$ cat src/rtl/loawa_adder_arbiter.sv
// Round-robin arbiter sharing one lower-part-OR approximate adder between N_REQ requesters.
// Optional macro LOAWA_EXACT_MODE_EN adds req_exact for per-request exact addition.
module loawa_adder_arbiter #(
  parameter int N_REQ          = 4,
  parameter int ADDER_LENGTH   = 16,
  parameter int IMPRECISE_PART = 8,
  localparam int ID_W          = $clog2(N_REQ)
) (
  input  logic                          clk,
  input  logic                          rst_n,
  input  logic [N_REQ-1:0]              req_valid,
  input  logic [N_REQ*ADDER_LENGTH-1:0] req_a,
  input  logic [N_REQ*ADDER_LENGTH-1:0] req_b,
`ifdef LOAWA_EXACT_MODE_EN
  input  logic [N_REQ-1:0]              req_exact,
`endif
  output logic [N_REQ-1:0]              req_ready,
  output logic                          rsp_valid,
  input  logic                          rsp_ready,
  output logic [ADDER_LENGTH:0]         rsp_sum,
  output logic [ID_W-1:0]               rsp_id
);

  localparam int P    = IMPRECISE_PART;
  localparam int HI_W = ADDER_LENGTH - P;

  logic [ID_W-1:0]         rr_ptr;
  logic [ID_W-1:0]         rr_next;
  logic [ID_W-1:0]         grant_idx;
  logic                    grant_found;
  logic                    can_acc;
  logic [ADDER_LENGTH-1:0] a_sel;
  logic [ADDER_LENGTH-1:0] b_sel;
  logic [HI_W:0]           hi_sum;
  logic [ADDER_LENGTH:0]   approx_sum;
  logic [ADDER_LENGTH:0]   exact_sum;
  logic [ADDER_LENGTH:0]   next_sum;
  logic                    use_exact;

  // Reset gates acceptance so req_ready stays low while rst_n is asserted.
  assign can_acc = rst_n && (!rsp_valid || rsp_ready);

  always_comb begin
    logic [ID_W:0]   wrap_idx;
    logic [ID_W-1:0] cand;
    grant_found = 1'b0;
    grant_idx   = '0;
    wrap_idx    = '0;
    cand        = '0;
    if (can_acc) begin
      for (int k = 0; k < N_REQ; k++) begin
        wrap_idx = {1'b0, rr_ptr} + (ID_W+1)'(k);
        if (wrap_idx >= (ID_W+1)'(N_REQ)) begin
          wrap_idx = wrap_idx - (ID_W+1)'(N_REQ);
        end
        cand = wrap_idx[ID_W-1:0];
        if (!grant_found && req_valid[cand]) begin
          grant_found = 1'b1;
          grant_idx   = cand;
        end
      end
    end
  end

  always_comb begin
    req_ready = '0;
    if (grant_found) begin
      req_ready[grant_idx] = 1'b1;
    end
  end

  assign a_sel = req_a[grant_idx*ADDER_LENGTH +: ADDER_LENGTH];
  assign b_sel = req_b[grant_idx*ADDER_LENGTH +: ADDER_LENGTH];

  // Upper part is exact with its own carry-out; lower part never carries into it.
  assign hi_sum     = {1'b0, a_sel[ADDER_LENGTH-1:P]} + {1'b0, b_sel[ADDER_LENGTH-1:P]};
  assign approx_sum = {hi_sum, a_sel[P-1:0] | b_sel[P-1:0]};
  assign exact_sum  = {1'b0, a_sel} + {1'b0, b_sel};

`ifdef LOAWA_EXACT_MODE_EN
  assign use_exact = req_exact[grant_idx];
`else
  assign use_exact = 1'b0;
`endif

  assign next_sum = use_exact ? exact_sum : approx_sum;
  assign rr_next  = (grant_idx == ID_W'(N_REQ-1)) ? '0 : grant_idx + 1'b1;

  always_ff @(posedge clk or negedge rst_n) begin
    if (!rst_n) begin
      rr_ptr    <= '0;
      rsp_valid <= 1'b0;
      rsp_sum   <= '0;
      rsp_id    <= '0;
    end else if (grant_found) begin
      rr_ptr    <= rr_next;
      rsp_valid <= 1'b1;
      rsp_sum   <= next_sum;
      rsp_id    <= grant_idx;
    end else if (rsp_ready) begin
      rsp_valid <= 1'b0;
    end
  end

endmodule

$ cat config.mk
export PLATFORM = sky130hd
export DESIGN_NAME = loawa_adder_arbiter
export DESIGN_NICKNAME = d
export VERILOG_FILES = /design/src/rtl/loawa_adder_arbiter.sv
export SDC_FILE = /design/constraint.sdc
export NUM_CORES = 1
export LEC_CHECK = 0
export CAP_MARGIN = 20
export CORE_MARGIN = 5
export CORE_UTILIZATION = 36
export DETAILED_ROUTE_END_ITERATION = 8
export GPL_ROUTABILITY_DRIVEN = 0
export PLACE_DENSITY = 0.83
export SYNTH_ARGS = -nofsm -noshare
export SYNTH_HDL_FRONTEND = slang
export SYNTH_SLANG_ARGS = --single-unit
export TNS_END_PERCENT = 10
$ cat constraint.sdc
create_clock -name clk -period 4.2 [get_ports clk]
set_input_delay 1.05 -clock clk [delete_from_list [all_inputs] [get_ports clk]]
set_output_delay 1.05 -clock clk [all_outputs]
set_load 0.005 [all_outputs]
; ---- After elaboration in Yosys (flattened, before gate mapping)
; Index checks and enable logic that the tools add are counted.
; W data, S select, Z words.
[classes]
n_addsub = 9
magnitude_cmp = 10
n_eq_ne = 1
shifts = 2
muxes = 35
bitwise_logic = 1
n_reduce_logical = 11
[op_table]
columns = cell, count
row1 = $shiftx A64 B7 Y16, 2
row2 = $mux W2, 14
row3 = $lt A2 B3 Y1 const B, 5
row4 = $mux W1, 15
row5 = $add A8 B8 Y9, 1
row6 = $ge A3 B3 Y1 const B, 3
row7 = $bmux W1 S2, 4
row8 = $or A8 B8 Y8, 1
row9 = $sub A2 B1 Y2 const B, 4
row10 = $add A2 B2 Y3 const B, 2
row11 = $logic_and A1 B1 Y1, 5
row12 = $logic_not A1 Y1, 4
row13 = $mux W4, 1
row14 = $add A2 B1 Y3 const B, 1
row15 = $ge A2 B3 Y1 const B, 1
row16 = $add A2 B1 Y2 const B, 1
row17 = $demux W1 S2, 1
row18 = $eq A2 B2 Y1 const B, 1
row19 = $ge A2 B1 Y1 const B, 1
row20 = $reduce_bool A2 Y1, 1
row21 = $logic_or A1 B1 Y1, 1
[totals]
reg_bits = 22
output_inout_bits = 24
wordCells = 73

; ---- Longest topological paths before layout
[depth]
depth_word = 25
ltp_mapped = 15
ltp_nobuf = 13

; ---- Least setup slack after synthesis
; OpenSTA, ideal clock, no wires.
[synth_timing]
path_type = input to register
start = in req_valid[0]
end = reg rsp_sum[14]
setup_ns = 0.129
arrival_ns = 3.636
t_required_ns = 4.071
setup_slack_ns = 0.434
stages = 15
cell_sequence = or4_1 > nand3_2 > nor3_2 > buf_6 > buf_6 > mux2i_1 > mux2i_1 > ha_1 > inv_1 > fa_1 > nor2b_1 > o21ai_0 > a21boi_0 > or4_1 > nand3_1
[synth_between]
elab_chain_len = 18
elab_cells_between_ends = 30
[synth_rtl]
columns = item, line_no
row1 = start: declaration, 11  ; input logic [N_REQ-1:0] req_valid,
row2 = $bmux W1 S2, 57  ; if (!grant_found && req_valid[cand]) begin
row3 = $mux W1 (implied by the code), 57
row4 = $mux W1, 57
row5 = $mux W1, 50  ; if (can_acc) begin
row6 = $logic_not A1 Y1, 57
row7 = $logic_and A1 B1 Y1, 57
row8 = $mux W1, 57
row9 = $mux W1, 50
row10 = [2 not listed], n/a
row11 = $mux W1, 57
row12 = $mux W1, 50
row13 = $logic_not A1 Y1, 57
row14 = $logic_and A1 B1 Y1, 57
row15 = $mux W2, 57
row16 = $mux W2, 50
row17 = $shiftx A64 B7 Y16 (on tied branches), "72, 73"
row18 = $add A8 B8 Y9, 76  ; assign hi_sum = {1'b0, a_sel[ADDER_LENGTH-1:P]} + {1'b0, b_sel[ADDER_LENGTH-1:P]};
row19 = end signal: assignment, 98  ; rsp_sum <= next_sum;
row20 = end: declaration, 20  ; output logic [ADDER_LENGTH:0] rsp_sum,
; Parallel ways exist; a longest one is shown, timed or not. The select of a mux whose other input is x is not followed.
; A chain may end at the register's enable or synchronous reset.

; ---- Final worst setup path
[layout_timing]
start = in req_valid[1]
end = out req_ready[2]
[layout_between]
elab_chain_len = 21
elab_cells_between_ends = 33
[layout_rtl]
columns = item, line_no
row1 = $bmux W1 S2, 57
row2 = $mux W1 (implied by the code), 57
row3 = $mux W1, 57
row4 = $mux W1, 50
row5 = $logic_not A1 Y1, 57
row6 = $logic_and A1 B1 Y1, 57
row7 = $mux W1, 57
row8 = $mux W1, 50
row9 = [5 not listed], n/a
row10 = $logic_and A1 B1 Y1, 57
row11 = $mux W2, 57
row12 = $mux W2, 50
row13 = $lt A2 B3 Y1 (implied by the code) / $ge A2 B1 Y1 (equally long branches), 68  ; req_ready[grant_idx] = 1'b1;
row14 = $logic_and A1 B1 Y1 (implied by the code), 68
row15 = $mux W1 (implied by the code), 68
row16 = $demux W1 S2, 68
row17 = $mux W4 (*), 67  ; if (grant_found) begin
row18 = end: declaration, 17  ; output logic [N_REQ-1:0] req_ready,
; Mark *: on every way between the ends. The rest lies on a longest branch, timed or not. The select of a mux whose other input is x is not followed.

==> out/qor.yml <==
combPwrFrac_pct: 64.6
dieHeight_um: 88.8
p_int_uw: 848
synth_nets: 392
cts_buffers: 3
grt_pass1_vias: 2713
die_w_um: 88.8
io_buffers: 158
p_total_mw: 1.31
core_um2: 5990
end_kind: "primary output"
dp_hpwl_um: 7170
initial_core_util_pct: 37.3
synth-edff-count: 0
startpoint_type: "primary input"
routed_wl_um: 8750
io_pins: 159
syn_area_um2: 2240
htree_levels: 1
whs_path_depth: 2
r2r.worst_path.cells: 13
grt_start_max_net_pins: 25
fin_cells: 503
cts_tree: "yes"
final_util_pct: 70.2
rrSetupSlack_ns: 1.02
drt_iter0_drc: 61
min_to: "rsp_id[0]"
rows: 28
ctsRootBufferMaster: "clkbuf_8"
synthToLayoutAreaGrowth_pct: 88.0
min_period_over_period_pct: 98.2
power_density_nw_per_um2: 311
clockBufferDepth: 2
p_leak_nw: 1.72
path_clk_slew_ns: 0.07
synth_warnings: 0
hold_viol_final: 0
worst_pin_slew_ns: 0.813
final_nets: 578
ant_nets: 0
antenna_found_initial: 0
track_usage_pct: 20.8
crit_required_ns: 3.15
yosysSeqAreaShare_pct: 24.6
hold_buffers: 0
p_sw_share_pct: 35.2
timing.rr.end: "rsp_sum[14]"
rsz0062_at_grt: "yes"
die_area_um2: 7890
drc_errors: 0
arrival_ns: 3.08
antennaDiodeCount: 0
slew_violations: 0
dpl.cell_count: 493
min-delay-start: "rsp_id[0]"
grt_pass1_wl_um: 12900
p_clk_share_pct: 10.0
reg2reg_from: "rr_ptr[1]"
slew_headroom_pct: 45.6
power_frac_seq_pct: 25.5
max_freq_mhz: 242
syn_area_per_cell_um2: 9.17
clock_latency_ns: 0.26
period_needed_ns: 4.13
ir_drop_v: 0.000291
cts.sinks: 22
crit_type: "in2out"
stdcell_area_um2: 4210
setup_viol: 0
synth_seq_cells: 22
async_flop_share_pct: 100
grt-ovfl-total: 0
vias: 2629
p_switching_uw: 460
firstDrtPassIters: 4
place_area_um2: 4050
syn_inst: 244
vias_per_cell: 5.23
synth_flop_cell: "dfrtp_1"
fin_skew_ns: 0.00850
outcome: "complete, no violations"
synth_cell_type_count: 44
layout-drive-gt1-share_pct: 13.1
hp-class: "reg2reg"
cap_viol_max_count: 0
path_max_fanout: 4
detail_route.wl_per_cell_um: 17.4
## logic make-up after synthesis
family | after synthesis | synth area share, %
fa+ha+maj | 13 | 7.61
compound gates | 52 | 17.4
buf+inv | 16 | 4.59
mux | 59 | 26.5
xor+xnor | 4 | 1.57
simple gates | 78 | 17.7
flops | 22 | 24.6
## sequential cells by signal (all words and copies together) (netlist names)
name / flops
rsp_id: 2
rsp_valid: 1
rr_ptr: 2
rsp_sum: 17
## layout make-up
type                       instances  area [um^2]
inverter                           5         18.8
sequential                        22          551
timing repair buffer             192         1890
multi-input combinational        206         1610
clock buffer                       3         41.3
fill                             463         1780
tap                               75         93.8
## cell usage after synthesis (all sizes together) (4+ instances only)
library cell,n,area share [%]
o221a,8,4.0
buf,10,3.6
mux2i,57,26
nand2,22,3.7
inv,5,0.84
xor2,4,1.6
and2,4,1.1
a211oi,10,3.4
o21ai,17,3.8
nor3,5,1.3
nor4,8,2.2
a21oi,6,1.3
ha,12,6.7
nand2b,5,1.4
dfrtp,22,25
nor2,22,4.0
## per-layer routing
metal  routed length, um  vias to the layer above  global-route usage [%]  part of all wire (%)
met5                   0                        -                       0                     0
met4                 215                        0                    5.36                   2.5
met3                 773                       14                    5.49                   8.8
met2                4520                      104                    39.8                    52
met1                3240                     1221                    22.5                    37
li1                    -                     1290                       -                     -
## worst max-delay path, stage by stage
cell	delay (ns)
clkdlybuf4s50_1	0.42
buf_4	0.16
a21boi_1	0.16
a2111oi_4	0.36
buf_4	0.19
ha_1	0.13
and2_1	0.11
clkdlybuf4s50_1	0.49
## per-stage QoR
step | setup WS (ns) | TNS [ns] | hold slack, ns
finish | 0.0743 | 0 | 0.483
global route | -0.0142 | -0.0229 | 0.519
floorplan | 0.434 | 0 | 0.470
CTS | 0.0123 | 0 | 0.488
global placement | -0.326 | -2.20 | 0.458
detailed placement | -0.463 | -3.22 | 0.469
## layout by cell type (no fill, tap or decap), types with 4 or more instances in the layout
cell type,count
clkdlybuf4s50_1,153
mux2i_1,57
buf_4,30
nand2_1,22
dfrtp_1,22
nor2_1,21
o21ai_1,14
ha_1,11
a211oi_1,10
nor4_1,8
a21oi_1,5
o221a_2,5
nand2b_1,4
and2_1,4
nor3_1,4
xor2_1,4
## repair_timing
item | in CTS | in global routing
pin swaps | 2 | 2
setup endpoints to repair | 9 | 7
gates resized for setup | 7 | 9
cloned | 1 | 0
buffers inserted | 6 | 1
## power by group through the flow
stage          clock network (mW)  logic [mW]  registers [mW]
2_1_floorplan                   0       0.393           0.335
3_3_place_gp                    0       0.809           0.333
3_5_place_dp                    0       0.824           0.335
4_1_cts                     0.135       0.847           0.332
5_1_grt                     0.145       0.925           0.343
6_report                    0.130       0.845           0.333
## how the worst max path moves through the flow
stage	endpoint	slack, ns	cells past startpoint	startpoint
2_1_floorplan	rsp_sum[14]	0.43	15	req_valid[0]
3_3_place_gp	rsp_sum[14]	-0.33	13	req_valid[3]
3_5_place_dp	rsp_sum[14]	-0.46	13	req_valid[3]
4_1_cts	req_ready[0]	0.01	10	rsp_ready
5_1_grt	rsp_sum[16]	-0.01	17	req_valid[0]
6_report	req_ready[2]	0.07	8	req_valid[1]
Power figures use the tool's default switching activity.
